### config.mk
export PLATFORM = sky130hd
export DESIGN_NAME = pipe_control_unit
export DESIGN_NICKNAME = d
export VERILOG_FILES = /design/src/rtl/pipe_ctrl_pkg.sv /design/src/rtl/ctrl_decoder.sv /design/src/rtl/pipe_control_unit.sv
export SDC_FILE = /design/constraint.sdc
export NUM_CORES = 1
export LEC_CHECK = 0
export ABC_AREA = 1
export CORE_MARGIN = 1
export CORE_UTILIZATION = 45
export DETAILED_ROUTE_END_ITERATION = 10
export GPL_TIMING_DRIVEN = 0
export HOLD_SLACK_MARGIN = 0.05
export PLACE_DENSITY = 0.85
export SLEW_MARGIN = 20
export SYNTH_ARGS = -nofsm -noshare
export SYNTH_HDL_FRONTEND = slang
export SYNTH_SLANG_ARGS = --single-unit
### constraint.sdc
create_clock -name clk -period 2.7 [get_ports clk]
set_input_delay 0.405 -clock clk [delete_from_list [all_inputs] [get_ports clk]]
set_output_delay 0.405 -clock clk [all_outputs]
set_load 0.05 [all_outputs]
### src/rtl/pipe_ctrl_pkg.sv
// Shared opcodes, control-bundle layout and FSM encoding for the pipeline control unit.
package pipe_ctrl_pkg;

  localparam logic [6:0] OPC_LOAD      = 7'b0000011;
  localparam logic [6:0] OPC_STORE     = 7'b0100011;
  localparam logic [6:0] OPC_ARITH     = 7'b0110011;
  localparam logic [6:0] OPC_ARITH_IMM = 7'b0010011;
  localparam logic [6:0] OPC_ECALL     = 7'b1110011;
  localparam logic [6:0] OPC_JAL       = 7'b1101111;
  localparam logic [6:0] OPC_JALR      = 7'b1100111;
  localparam logic [6:0] OPC_BRANCH    = 7'b1100011;

  localparam int CTRL_W = 10;

  localparam int C_MEM_READ  = 0;
  localparam int C_MEM_TO_REG = 1;
  localparam int C_MEM_WRITE = 2;
  localparam int C_ALU_SRC   = 3;
  localparam int C_REG_WRITE = 4;
  localparam int C_PC_TO_REG = 5;
  localparam int C_IS_ECALL  = 6;
  localparam int C_IS_BRANCH = 7;
  localparam int C_IS_JAL    = 8;
  localparam int C_IS_JALR   = 9;

  typedef logic [CTRL_W-1:0] ctrl_t;

  typedef enum logic [1:0] {
    RUN    = 2'd0,
    DRAIN  = 2'd1,
    HALTED = 2'd2
  } state_t;

  // Returns a bundle with only the named field set.
  function automatic ctrl_t ctrl_bit(input int idx);
    ctrl_t v;
    v      = '0;
    v[idx] = 1'b1;
    return v;
  endfunction

endpackage

### src/rtl/ctrl_decoder.sv
// Combinational ID-stage decode: opcode -> control bundle plus source-register use flags.
module ctrl_decoder
  import pipe_ctrl_pkg::*;
#(
  parameter int REG_AW       = 5,
  parameter bit CTRL_FLOW_EN = 1'b1
) (
  input  logic [6:0]        opcode,
  input  logic [REG_AW-1:0] rd,
  output logic [CTRL_W-1:0] ctrl,
  output logic              use_rs1,
  output logic              use_rs2,
  output logic              use_ecall_reg
);

  always_comb begin
    ctrl          = '0;
    use_rs1       = 1'b0;
    use_rs2       = 1'b0;
    use_ecall_reg = 1'b0;
    case (opcode)
      OPC_LOAD: begin
        ctrl    = ctrl_bit(C_MEM_READ) | ctrl_bit(C_MEM_TO_REG) |
                  ctrl_bit(C_ALU_SRC) | ctrl_bit(C_REG_WRITE);
        use_rs1 = 1'b1;
      end
      OPC_STORE: begin
        ctrl    = ctrl_bit(C_MEM_WRITE) | ctrl_bit(C_ALU_SRC);
        use_rs1 = 1'b1;
        use_rs2 = 1'b1;
      end
      OPC_ARITH: begin
        ctrl    = ctrl_bit(C_REG_WRITE);
        use_rs1 = 1'b1;
        use_rs2 = 1'b1;
      end
      OPC_ARITH_IMM: begin
        ctrl    = ctrl_bit(C_ALU_SRC) | ctrl_bit(C_REG_WRITE);
        use_rs1 = 1'b1;
      end
      OPC_ECALL: begin
        ctrl          = ctrl_bit(C_IS_ECALL);
        use_ecall_reg = 1'b1;
      end
      OPC_JAL: begin
        if (CTRL_FLOW_EN) begin
          ctrl = ctrl_bit(C_PC_TO_REG) | ctrl_bit(C_REG_WRITE) | ctrl_bit(C_IS_JAL);
        end
      end
      OPC_JALR: begin
        if (CTRL_FLOW_EN) begin
          ctrl    = ctrl_bit(C_PC_TO_REG) | ctrl_bit(C_REG_WRITE) |
                    ctrl_bit(C_IS_JALR) | ctrl_bit(C_ALU_SRC);
          use_rs1 = 1'b1;
        end
      end
      OPC_BRANCH: begin
        if (CTRL_FLOW_EN) begin
          ctrl    = ctrl_bit(C_IS_BRANCH);
          use_rs1 = 1'b1;
          use_rs2 = 1'b1;
        end
      end
      default: ;
    endcase
    // x0 is never written, so a write to it must not look like a producer downstream.
    if (rd == '0) begin
      ctrl[C_REG_WRITE] = 1'b0;
    end
  end

endmodule

### src/rtl/pipe_control_unit.sv
// 5-stage pipeline control: decode, ID/EX/MEM/WB control registers, stall/flush and ecall halt.
// Decode reaches ex_ctrl in 1 cycle, mem_ctrl in 2, wb_ctrl in 3; stalls hold PC and IF/ID.
module pipe_control_unit
  import pipe_ctrl_pkg::*;
#(
  parameter int REG_AW       = 5,
  parameter int ECALL_REG    = 17,
  parameter int DRAIN_CYCLES = 3,
  parameter bit CTRL_FLOW_EN = 1'b1
) (
  input  logic              clk,
  input  logic              reset,
  input  logic [6:0]        id_opcode,
  input  logic [REG_AW-1:0] id_rs1,
  input  logic [REG_AW-1:0] id_rs2,
  input  logic [REG_AW-1:0] id_rd,
  input  logic              id_halt_cond,
  input  logic              ex_redirect,
  output logic              pc_hold,
  output logic              if_id_hold,
  output logic              if_id_flush,
  output logic [CTRL_W-1:0] ex_ctrl,
  output logic [CTRL_W-1:0] mem_ctrl,
  output logic [CTRL_W-1:0] wb_ctrl,
  output logic [REG_AW-1:0] ex_rd,
  output logic [REG_AW-1:0] mem_rd,
  output logic [REG_AW-1:0] wb_rd,
  output logic              is_halted
);

  localparam int CNT_W = (DRAIN_CYCLES > 2) ? $clog2(DRAIN_CYCLES) : 1;
  localparam logic [REG_AW-1:0] ECALL_RD = REG_AW'(ECALL_REG);

  logic [CTRL_W-1:0] id_ctrl;
  logic              use_rs1;
  logic              use_rs2;
  logic              use_ecall_reg;
  logic              load_use;
  logic              ecall_stall;
  logic              stall;
  logic              flush;
  logic              id_bubble;
  logic              pipe_clear;
  state_t            state;
  state_t            state_nxt;
  logic [CNT_W-1:0]  cnt;
  logic [CNT_W-1:0]  cnt_nxt;

  ctrl_decoder #(
    .REG_AW       (REG_AW),
    .CTRL_FLOW_EN (CTRL_FLOW_EN)
  ) u_decoder (
    .opcode        (id_opcode),
    .rd            (id_rd),
    .ctrl          (id_ctrl),
    .use_rs1       (use_rs1),
    .use_rs2       (use_rs2),
    .use_ecall_reg (use_ecall_reg)
  );

  always_comb begin
    load_use = ex_ctrl[C_MEM_READ] && (ex_rd != '0) &&
               ((use_rs1 && (ex_rd == id_rs1)) ||
                (use_rs2 && (ex_rd == id_rs2)) ||
                (use_ecall_reg && (ex_rd == ECALL_RD)));
    // ecall reads a7 in ID, so any in-flight producer not yet forwardable must settle first.
    ecall_stall = id_ctrl[C_IS_ECALL] &&
                  ((ex_ctrl[C_REG_WRITE] && (ex_rd == ECALL_RD)) ||
                   (mem_ctrl[C_MEM_READ] && (mem_rd == ECALL_RD)));
    stall = load_use || ecall_stall;
    flush = CTRL_FLOW_EN ? ex_redirect : 1'b0;
  end

  always_ff @(posedge clk or posedge reset) begin
    if (reset) begin
      state <= RUN;
      cnt   <= '0;
    end else begin
      state <= state_nxt;
      cnt   <= cnt_nxt;
    end
  end

  always_comb begin
    state_nxt   = state;
    cnt_nxt     = cnt;
    pc_hold     = 1'b0;
    if_id_hold  = 1'b0;
    if_id_flush = 1'b0;
    is_halted   = 1'b0;
    id_bubble   = 1'b0;
    pipe_clear  = 1'b0;
    case (state)
      RUN: begin
        if (flush) begin
          if_id_flush = 1'b1;
          id_bubble   = 1'b1;
        end else if (stall) begin
          pc_hold    = 1'b1;
          if_id_hold = 1'b1;
          id_bubble  = 1'b1;
        end else if (id_ctrl[C_IS_ECALL] && id_halt_cond) begin
          state_nxt = DRAIN;
          cnt_nxt   = CNT_W'(DRAIN_CYCLES - 1);
          id_bubble = 1'b1;
        end
      end
      DRAIN: begin
        pc_hold    = 1'b1;
        if_id_hold = 1'b1;
        id_bubble  = 1'b1;
        if (cnt == '0) begin
          state_nxt = HALTED;
        end else begin
          cnt_nxt = cnt - 1'b1;
        end
      end
      HALTED: begin
        pc_hold    = 1'b1;
        if_id_hold = 1'b1;
        is_halted  = 1'b1;
        id_bubble  = 1'b1;
        pipe_clear = 1'b1;
      end
      default: begin
        state_nxt = RUN;
      end
    endcase
    // Outputs read as idle while reset is held, whatever the inputs are doing.
    if (reset) begin
      pc_hold     = 1'b0;
      if_id_hold  = 1'b0;
      if_id_flush = 1'b0;
      is_halted   = 1'b0;
    end
  end

  always_ff @(posedge clk or posedge reset) begin
    if (reset) begin
      ex_ctrl  <= '0;
      mem_ctrl <= '0;
      wb_ctrl  <= '0;
      ex_rd    <= '0;
      mem_rd   <= '0;
      wb_rd    <= '0;
    end else begin
      ex_ctrl  <= id_bubble  ? '0 : id_ctrl;
      ex_rd    <= id_bubble  ? '0 : id_rd;
      mem_ctrl <= pipe_clear ? '0 : ex_ctrl;
      mem_rd   <= pipe_clear ? '0 : ex_rd;
      wb_ctrl  <= pipe_clear ? '0 : mem_ctrl;
      wb_rd    <= pipe_clear ? '0 : mem_rd;
    end
  end

endmodule
======== Yosys cells after proc, flatten, opt, wreduce, memory -nomap -nowiden ========
Index checks and enable logic that the tools add are counted.
operators by class
  add/sub/neg operators ................... 1
  multiply operators ...................... 0
  divide/modulo/power cells ............... 0
  order comparisons ....................... 0
  equal/unequal tests ..................... 19
  shift-type cells ........................ 0
  muxes and demuxes ....................... 34
  bitwise operators ....................... 1
  reductions and logical operators ........ 23
operators with widths
  cell                count
  $pmux 10 s8         1
  $mux 10             3
  $eq 7x7->1 const B  4
  $mux 2              8
  $mux 1              15
  $mux 5              3
  $eq 7x6->1 const B  2
  $eq 5x5->1          2
  $eq 5x5->1 const B  2
  $ne 2x2->1 const B  5
  $reduce_and 5->1    2
  $logic_and 1x1->1   9
  $eq 7x2->1 const B  1
  $eq 7x5->1 const B  1
  $pmux 2 s3          1
  $reduce_or 6->1     1
  $logic_not 5->1     1
  $reduce_bool 5->1   1
  $logic_not 2->1     2
  $logic_or 1x1->1    4
  $pmux 1 s2          2
  $pmux 2 s2          1
  $reduce_or 3->1     1
  $eq 2x1->1 const B  1
  other kinds (5)     5
word-level totals
  flip-flop bits (word level) ............. 49
  bits in latches ......................... 0
  RAM bits ................................ 0
  memory bits (read-only) ................. 0
  bits of input ports ..................... 26
  memories kept ........................... 0

======== Longest topological paths before layout ========
Gate-level depths: netlist (run 1).
  word-level depth ........................ 12
  gate-level depth with buffers ........... 14
  depth with buffers taken out ............ 14

======== By module ========
From an unflattened synthesis (run 1), not the netlist that was laid out.
unflattened totals
  cell total of the unflattened synthesis .. 282
  area, all modules ....................... 2389.8 µm²
modules (own cells, without submodules)
  module             times used  cells an instance  area an instance (µm²)  seq. area each (µm²)
  pipe_control_unit  1           237                2174.6                  1226.2
  ctrl_decoder       1           45                 215.2                   0.0

======== Worst setup path after synthesis (run 1) ========
No wires, ideal clock.
  path kind ............................... input port to output port
  start ................................... input reset
  end ..................................... output pc_hold
  data arrival time ....................... 2.677 ns
  data required time ...................... 2.295 ns
  slack ................................... -0.382 ns
  stages .................................. 4
  path buffers ............................ 1
  cells stage by stage .................... inv_1 nand2_1 a21oi_1 buf_4
between the ends
  cells in the longest elaborated chain, start to end .. 1
RTL lines
  item         line                     text
  from (decl)  pipe_control_unit.sv:12  input logic reset,
  $mux 1       -
  to (decl)    pipe_control_unit.sv:19  output logic pc_hold,
Every way passes these cells.

======== Final worst setup path (run 1) ========
  start ................................... input id_opcode[3]
  end ..................................... output pc_hold
between the ends
  cells in the longest elaborated chain, start to end .. 12
RTL lines
  item                                                                 line                                              text
  from (decl)                                                          pipe_control_unit.sv:13                           input logic [6:0] id_opcode,
  $eq 7x2->1, or another cell as far along                             ctrl_decoder.sv:21                                case (opcode)
  $reduce_or 6->1 (no source line) or $reduce_or 3->1 (tied branches)  -
  $mux 1                                                               -
  $logic_and 1x1->1 (on tied branches)                                 pipe_control_unit.sv:63, pipe_control_unit.sv:64
  $logic_or 1x1->1                                                     pipe_control_unit.sv:63                           ((use_rs1 && (ex_rd == id_rs1)) ||
  $logic_or 1x1->1                                                     pipe_control_unit.sv:64                           (use_rs2 && (ex_rd == id_rs2)) ||
  $logic_and 1x1->1                                                    pipe_control_unit.sv:62                           load_use = ex_ctrl[C_MEM_READ] && (ex_rd != '0) &&
  $logic_or 1x1->1 *                                                   pipe_control_unit.sv:70                           stall = load_use || ecall_stall;
  $mux 1 *                                                             pipe_control_unit.sv:98                           end else if (stall) begin
  $mux 1 *                                                             pipe_control_unit.sv:95                           if (flush) begin
  $pmux 1 s2 *                                                         pipe_control_unit.sv:93                           case (state)
  $mux 1 *                                                             pipe_control_unit.sv:130                          if (reset) begin
Every way passes the cells marked *; elsewhere a longest branch is shown, timed or not.

==> flow_summary_export.csv, run 1 <==
group,metric,value,unit
outcome,outcome,"complete, but fails checks",
outcome,violations,"design-rule violations",
clock_network,clkLatencyLatePin,0.30,ns
power,seq_power_share,31.7,%
logic_synthesis,synthCells,255,
grt,grt_max_degree,25,
final_layout,fin_nets,369,
floorplan,dieWidth,71.80,um
detailed_routing,drtAntennaViolNets,0,
worst_setup_path,worstPathCellList,"clkdlybuf4s50_1 > nor2_1 > nand2_2 > inv_2 > o21ai_2 > nand2_1 > nand2_1 > nand2_1 > nand2_1 > nand2_2 > nand3_1 > a21oi_2 > buf_4 > buf_6",
detailed_routing,num_vias,1882,
worst_setup_path,startpoint_type,"primary input",
worst_setup_path,crit_fanout,5,
power,p_leak,1.584,nW
logic_synthesis,synth-seq-cells,46,
job,maxCapViolations,0,
worst_setup_path,cpMostUsedCell,"nand2_1",
final_layout,antenna_cells,0,
final_layout,stdcell_area,3151,um^2
placement,dp_cells,383,
detailed_routing,wl,4856,um
sta,relSlewSlack,52.08,%
grt,antenna_found_initial,0,
sta,rsz0062_at_grt,"false",
sta,setup_viol,0,
final_layout,layout.cells.non_filler,393,
detailed_routing,drt_first_iter_violations,91,
clock_network,cts_tree,"done",
clock_network,clk_pin_slew,0.08,ns
logic_synthesis,syn_area_per_cell,8.596,um^2
grt,grt-ovfl-total,0,
worst_setup_path,crit_family,"buffers and inverters",
clock_network,cts_root_buf,"clkbuf_8",
worst_hold_path,min-delay-start,"id_opcode[6]",
logic_synthesis,synth_cell_types,24,
clock_network,cts_buffer_depth,2,
worst_setup_path,crit_buf_inv,4,
sta,layout_min_cycle_time,2.534,ns
power,power_switching,0.001384,W
logic_synthesis,synthMuxAreaShare,0,%
logic_synthesis,syn-num-nets,286,
worst_hold_path,min_to,"ex_ctrl[7]$_DFF_PP0_",
logic_synthesis,synth-simple-area-share,22.72,%
detailed_routing,first_pass_iters,7,
logic_synthesis,synth_top_family_by_area,"simple AND/OR/NAND/NOR gates",
logic_synthesis,ys_warn_count,0,
floorplan,start_util,46.72,%
clock_network,ctsHoldBuffers,0,
grt,grt_util_met3,4.219,%
floorplan,core_area,4692,um^2
floorplan,dieArea,5155,um^2
final_layout,syn_to_final_growth,43.72,%
grt,grt_usage,19.78,%
worst_setup_path,cp.required,2.30,ns
sta,clock.fmax,394.7,MHz
floorplan,fp-row-count,25,
floorplan,die_h,71.80,um
floorplan,ios,75,
worst_setup_path,timing.rr.start,"ex_rd[4]$_DFF_PP0_",
grt,use_met2,35.12,%
worst_setup_path,cp.arrival,2.13,ns
detailed_routing,routedWlPerCell,12.36,um
sta,tightest_slew,0.7188,ns
sta,layout_worst_path_cycle_share,93.84,%
worst_hold_path,hold_path.class,"in -> reg",
clock_network,h-tree-depth,2,
power,p_int,0.001621,W
final_layout,drive_above_1_share,13.86,%
worst_setup_path,path_class,"in -> out",
grt,gr-usage-met1,24.26,%
placement,gpl.final_weighted_congestion,0.8336,
logic_synthesis,synthAdderAreaFrac,2.854,%
placement,port_buffers,74,
grt,grt_first_pass_wirelength,7776,um
placement,hpwlAfterDp,3556,um
placement,dpl_cell_area,3008,um^2
worst_setup_path,reg2reg_depth,14,
worst_setup_path,r2r-end,"ex_ctrl[3]$_DFF_PP0_",
detailed_routing,drc,2,
clock_network,cts.sinks,46,
sta,skew,0.004512,ns
detailed_routing,via_per_inst,4.789,
power,vdd_drop_max,0.0006455,V
logic_synthesis,synth_xor_area_share,1.598,%
power,p_clk_share,17.0,%
sta,hold_viol,0,
worst_hold_path,worstHoldPathCells,3,
worst_setup_path,critical_path.slowest_cell,"clkdlybuf4s50_1",
grt,top_usage_layer,"met2",
power,switching_share,46.05,%
worst_setup_path,critPathMaxStageDelay,0.44,ns
logic_synthesis,syn_area,2192,um^2
clock_network,cts_inserted_buffers,5,
logic_synthesis,synth_compound_gate_area_share,8.105,%
worst_setup_path,r2r_slack,0.99,ns
logic_synthesis,yosysSeqAreaShare,52.51,%
power,pwr-share-comb,51.3,%
worst_setup_path,worstSetupEndpointType,"primary output",
sta,slew_viol_final,0,
power,p_per_area,953.9,nW/um^2
grt,grt_pass1_vias,1742,
## layout by cell type, fill, tap and decap left out, types with 2 or more instances in the layout
cell type,count
clkbuf_1,2
dlymetal6s2s_1,4
a21oi_1,2
a21oi_2,12
clkinvlp_4,2
nor2_1,42
ha_1,5
inv_1,47
dfrtp_1,46
a21boi_0,5
nand2_1,46
xor2_1,3
nand3_1,8
buf_4,4
inv_2,6
clkbuf_8,5
nor3_1,3
nand4_1,7
nand2_4,3
nand2_2,3
clkdlybuf4s50_1,67
o21ai_2,2
## flip-flops by register name, summed over array words and instances (netlist names)
register and cells:
wb_rd 5, state 2, mem_rd 5, wb_ctrl 9, mem_ctrl 9, ex_ctrl 9
cnt 2, ex_rd 5
## per-layer routing
metal  part of all wire [%]  wire length, um
met5                      0                0
met4                   0.64               31
met3                    4.6              223
met2                     52             2510
met1                     43             2091
## logic make-up (layout without fill, tap and decap cells)
family                   count (synthesis)  in the layout
AND/OR/NAND/NOR                        114            114
buffers and inverters                   63            147
flip-flops                              46             46
AO/OA/AOI/OAI                           23             23
adder cells (fa/ha/maj)                  5              5
XOR/XNOR                                 4              4
## how the worst max path moves through the flow
stage | cells after the start | startpoint | endpoint
after global placement | 6 | reset | pc_hold
final | 14 | id_opcode[3] | pc_hold
after CTS | 12 | id_opcode[6] | if_id_hold
after detailed placement | 6 | reset | pc_hold
after global routing | 15 | id_opcode[1] | pc_hold
after floorplan | 13 | ex_rd[4]$_DFF_PP0_ | pc_hold
## area by class of cell
type | count | area, um^2
Tap cell | 54 | 67.56
Timing Repair inverter | 2 | 12.51
Sequential cell | 46 | 1151
Timing Repair Buffer | 74 | 748.2
Fill cell | 374 | 1541
Buffer | 9 | 66.31
Clock buffer | 5 | 68.82
Multi-Input combinational cell | 146 | 785.8
Inverter | 54 | 206.4
Clock inverter | 3 | 43.79
## power by group through the flow
| stage | Clock, W | Sequential [W] | Combinational (W) |
|---|---|---|---|
| 5_1_grt | 0.000544 | 0.000972 | 0.00166 |
| 2_1_floorplan | 0 | 0.00135 | 0.000677 |
| 6_report | 0.000510 | 0.000953 | 0.00154 |
| 4_1_cts | 0.000514 | 0.000954 | 0.00154 |
| 3_3_place_gp | 0 | 0.000959 | 0.00150 |
| 3_5_place_dp | 0 | 0.000968 | 0.00153 |
## per-stage QoR
step | TNS [ns] | util, % | hold slack, ns | setup slack [ns] | power, W
6_report | 0 | 67.15 | 0.4574 | 0.1663 | 0.003005
5_1_grt | 0 | 67.15 | 0.4790 | 0.005754 | 0.003181
4_1_cts | 0 | 66.67 | 0.4931 | 0.01113 | 0.003003
3_5_place_dp | -1.346 | 64.11 | 0.4735 | -0.7328 | 0.002499
3_3_place_gp | -1.291 | 64.11 | 0.4565 | -0.7018 | 0.002454
2_1_floorplan | 0 | - | 0.4262 | 0.04766 | 0.002030
## cell usage after synthesis
library cell,count,area [um^2]
inv_1,51,191.4
dfrtp_1,46,1151
nand2_1,46,172.7
nor2_1,42,157.7
a21oi_2,10,87.58
nand3_1,8,40.04
nand4_1,7,43.79
a21boi_0,5,37.54
ha_1,5,62.56
a21oi_1,4,20.02
buf_4,4,30.03
nor3_1,4,20.02
clkbuf_1,3,11.26
inv_2,3,11.26
nand2_2,3,18.77
nand2_4,3,33.78
xor2_1,3,26.28
o21ai_2,2,17.52
a32o_1,1,10.01
buf_1,1,3.750
buf_12,1,20.02
nor2_4,1,11.26
o21ai_0,1,5.000
xnor2_1,1,8.760
## worst reg2reg max path, stage by stage (launching register included)
cell,delay (ns)
dfrtp_1,0.45
inv_1,0.11
nand2_1,0.07
nand2_1,0.04
nor2_1,0.12
nand2_1,0.06
nor2_1,0.08
nand2_1,0.05
nand2_1,0.05
nand2_1,0.06
nand2_2,0.08
nand2_4,0.09
nand2_4,0.11
buf_12,0.14
a21oi_2,0.06
## timing repair
item                       CTS  global route
gates resized for setup      9            14
cloned                       1             1
buffers inserted             0             0
pin swaps                    0             1
setup endpoints to repair    3             4
No activity file was read; power rests on OpenSTA's default activity.
==> inputs of run 2 (changes only) <==
--- a/config.mk
+++ b/config.mk
@@ -7,11 +7,11 @@
 export LEC_CHECK = 0
 export ABC_AREA = 1
 export CORE_MARGIN = 1
-export CORE_UTILIZATION = 45
+export CORE_UTILIZATION = 41
 export DETAILED_ROUTE_END_ITERATION = 10
 export GPL_TIMING_DRIVEN = 0
 export HOLD_SLACK_MARGIN = 0.05
-export PLACE_DENSITY = 0.85
+export PLACE_DENSITY = 0.82
 export SLEW_MARGIN = 20
 export SYNTH_ARGS = -nofsm -noshare
 export SYNTH_HDL_FRONTEND = slang
==> constraint.sdc (replaced) <==
create_clock -name clk -period 2.3 [get_ports clk]
set_input_delay 0.345 -clock clk [delete_from_list [all_inputs] [get_ports clk]]
set_output_delay 0.345 -clock clk [all_outputs]
set_load 0.05 [all_outputs]
==> flow_summary_export.csv, run 2 (synthesis gave the netlist of run 1 again) <==
group,metric,value,unit
grt,grt-ovfl-total,0,
detailed_routing,first_pass_iters,5,
sta,worst_slack,0.001679,ns
clock_network,cts_buffer_depth,2,
power,pwr-share-comb,54.4,%
clock_network,clk_pin_slew,0.08,ns
power,p_int,0.001921,W
sta,relSlewSlack,50.00,%
detailed_routing,drt_first_iter_violations,113,
detailed_routing,routedWlPerCell,12.21,um
worst_setup_path,crit_fanout,2,
floorplan,fp-row-count,26,
floorplan,dieArea,5643,um^2
clock_network,cts_root_buf,"clkbuf_8",
sta,setup_viol,0,
final_layout,fin_util,64.05,%
job,maxCapViolations,0,
detailed_routing,drc,0,
worst_setup_path,cp.required,1.96,ns
final_layout,final_common_cell,"clkdlybuf4s50_1",
grt,grt_pass1_vias,1738,
floorplan,core_area,5140,um^2
worst_setup_path,startpoint_type,"primary input",
clock_network,cts.sinks,46,
clock_network,ctsHoldBuffers,0,
sta,tightest_slew,0.7500,ns
worst_setup_path,worstSetupEndpointType,"primary output",
power,p_per_area,1090,nW/um^2
worst_hold_path,hold_path.class,"in -> reg",
power,seq_power_share,31.6,%
detailed_routing,num_vias,1903,
grt,grt_first_pass_wirelength,8183,um
outcome,outcome,"completed",
placement,port_buffers,74,
sta,layout_worst_path_cycle_share,99.93,%
final_layout,multiInputGateArea,818.3,um^2
detailed_routing,wl,5142,um
placement,gpl.final_weighted_congestion,0.7769,
grt,grt_usage,19.73,%
final_layout,reg_top3,"ex_ctrl (9), mem_ctrl (9), wb_ctrl (9)",
sta,hold_viol,0,
final_layout,regArea,1157,um^2
worst_setup_path,cp.arrival,1.95,ns
detailed_routing,via_per_inst,4.520,
floorplan,ios,75,
final_layout,n_fill_cell,449,
final_layout,layout_common_cells,"clkdlybuf4s50_1 (60), inv_1 (46), nand2_1 (44)",
sta,rsz0062_at_grt,"true",
sta,layout_min_cycle_time,2.298,ns
detailed_routing,drtAntennaViolNets,0,
sta,setup_tns,0,ns
power,vdd_drop_max,0.0006438,V
power,p_clk_share,14.0,%
final_layout,drive_above_1_share,20.51,%
power,power_switching,0.001667,W
placement,dpl_cell_area,3042,um^2
power,p_leak,1.640,nW
final_layout,stdcell_area,3292,um^2
final_layout,syn_to_final_growth,50.17,%
sta,slew_viol_final,0,
floorplan,start_util,42.65,%
clock_network,cts_tree,"done",
floorplan,die_h,75.12,um
clock_network,clkLatencyLatePin,0.30,ns
power,switching_share,46.46,%
grt,grt_max_degree,24,
sta,clock.fmax,435.1,MHz
final_layout,fin_nets,381,
floorplan,dieWidth,75.12,um
worst_setup_path,path_class,"in -> out",
clock_network,h-tree-depth,2,
placement,pre_cts_ws,-1.091,ns
final_layout,antenna_cells,0,
placement,hpwlAfterDp,3673,um
grt,antenna_found_initial,0,
sta,skew,0.004900,ns
clock_network,cts_inserted_buffers,5,
-- run 2: cell types whose count changed in the layout (fill, tap and decap cells not counted), sizes merged --
cell	before	now
bufinv	1	0
clkinvlp	3	4
dlygate4sd2	1	6
buf	7	21
clkdlybuf4s50	67	60
clkdlybuf4s15	0	1
inv	54	53
-- run 2: power groups by stage --
stage / sequential, W / combinational (W) / clock, W
4_1_cts: 0.00113 / 0.00188 / 0.000516
2_1_floorplan: 0.00160 / 0.000806 / 0
3_3_place_gp: 0.00114 / 0.00178 / 0
5_1_grt: 0.00116 / 0.00211 / 0.000549
3_5_place_dp: 0.00115 / 0.00182 / 0
6_report: 0.00114 / 0.00195 / 0.000501
-- run 2: repair_timing --
item	CTS	global route
setup buffers	7	6
pin swaps	8	12
setup endpoints to repair	4	4
resized for setup	34	13
cloned	2	0
-- run 2: path summary, 6_finish.rpt --
| check | from | to | slack, ns | cells after the start |
|---|---|---|---|---|
| min in group asynchronous | reset | wb_rd[4]$_DFF_PP0_ | 0.66 | 3 |
| min reg2reg | ex_ctrl[9]$_DFF_PP0_ | mem_ctrl[9]$_DFF_PP0_ | 0.49 | 2 |
| min | id_opcode[1] | ex_ctrl[9]$_DFF_PP0_ | 0.44 | 5 |
| max | id_rs2[0] | if_id_hold | 0.002 | 13 |
| max in group asynchronous | reset | wb_ctrl[1]$_DFF_PP0_ | 1.27 | 2 |
| max reg2reg | ex_rd[1]$_DFF_PP0_ | ex_ctrl[3]$_DFF_PP0_ | 0.53 | 14 |
-- run 2: cell type report --
cell class                 instances  share of cell area, %
tap                               70                  2.661
buffer                             8                  1.976
timing repair inverter             2                 0.3801
clock inverter                     2                 0.3801
clock buffer                       6                  2.509
inverter                          54                  6.271
timing repair buffer              87                  25.81
sequential                        46                  35.16
multi-input combinational        146                  24.86
-- run 2: through the flow --
stage	hold slack [ns]	power (W)	instances
after CTS	0.4788	0.003525	415
final	0.4433	0.003589	421
after detailed placement	0.4642	0.002963	399
after global placement	0.4572	0.002915	399
after floorplan	0.3660	0.002403	255
after global routing	0.4548	0.003811	421
-- run 2: worst max-delay path, stage by stage --
cell and delay (ns):
clkdlybuf4s50_1 0.48, inv_1 0.05, nand2_1 0.09, nand3_2 0.09, nor2_1 0.10, nand3_1 0.08, nand2_1 0.06, nand2_1 0.06
nand2_2 0.07, nand3_2 0.09, a21oi_4 0.18, buf_6 0.13, buf_8 0.13
-- run 2: per-layer routing --
layer	share of wire [%]	up-vias	track usage (%)
met2	50	59	32.63
met4	1.3	0	6.709
met5	0	-	0
met3	4.4	6	4.284
li1	-	954	-
met1	44	884	25.71
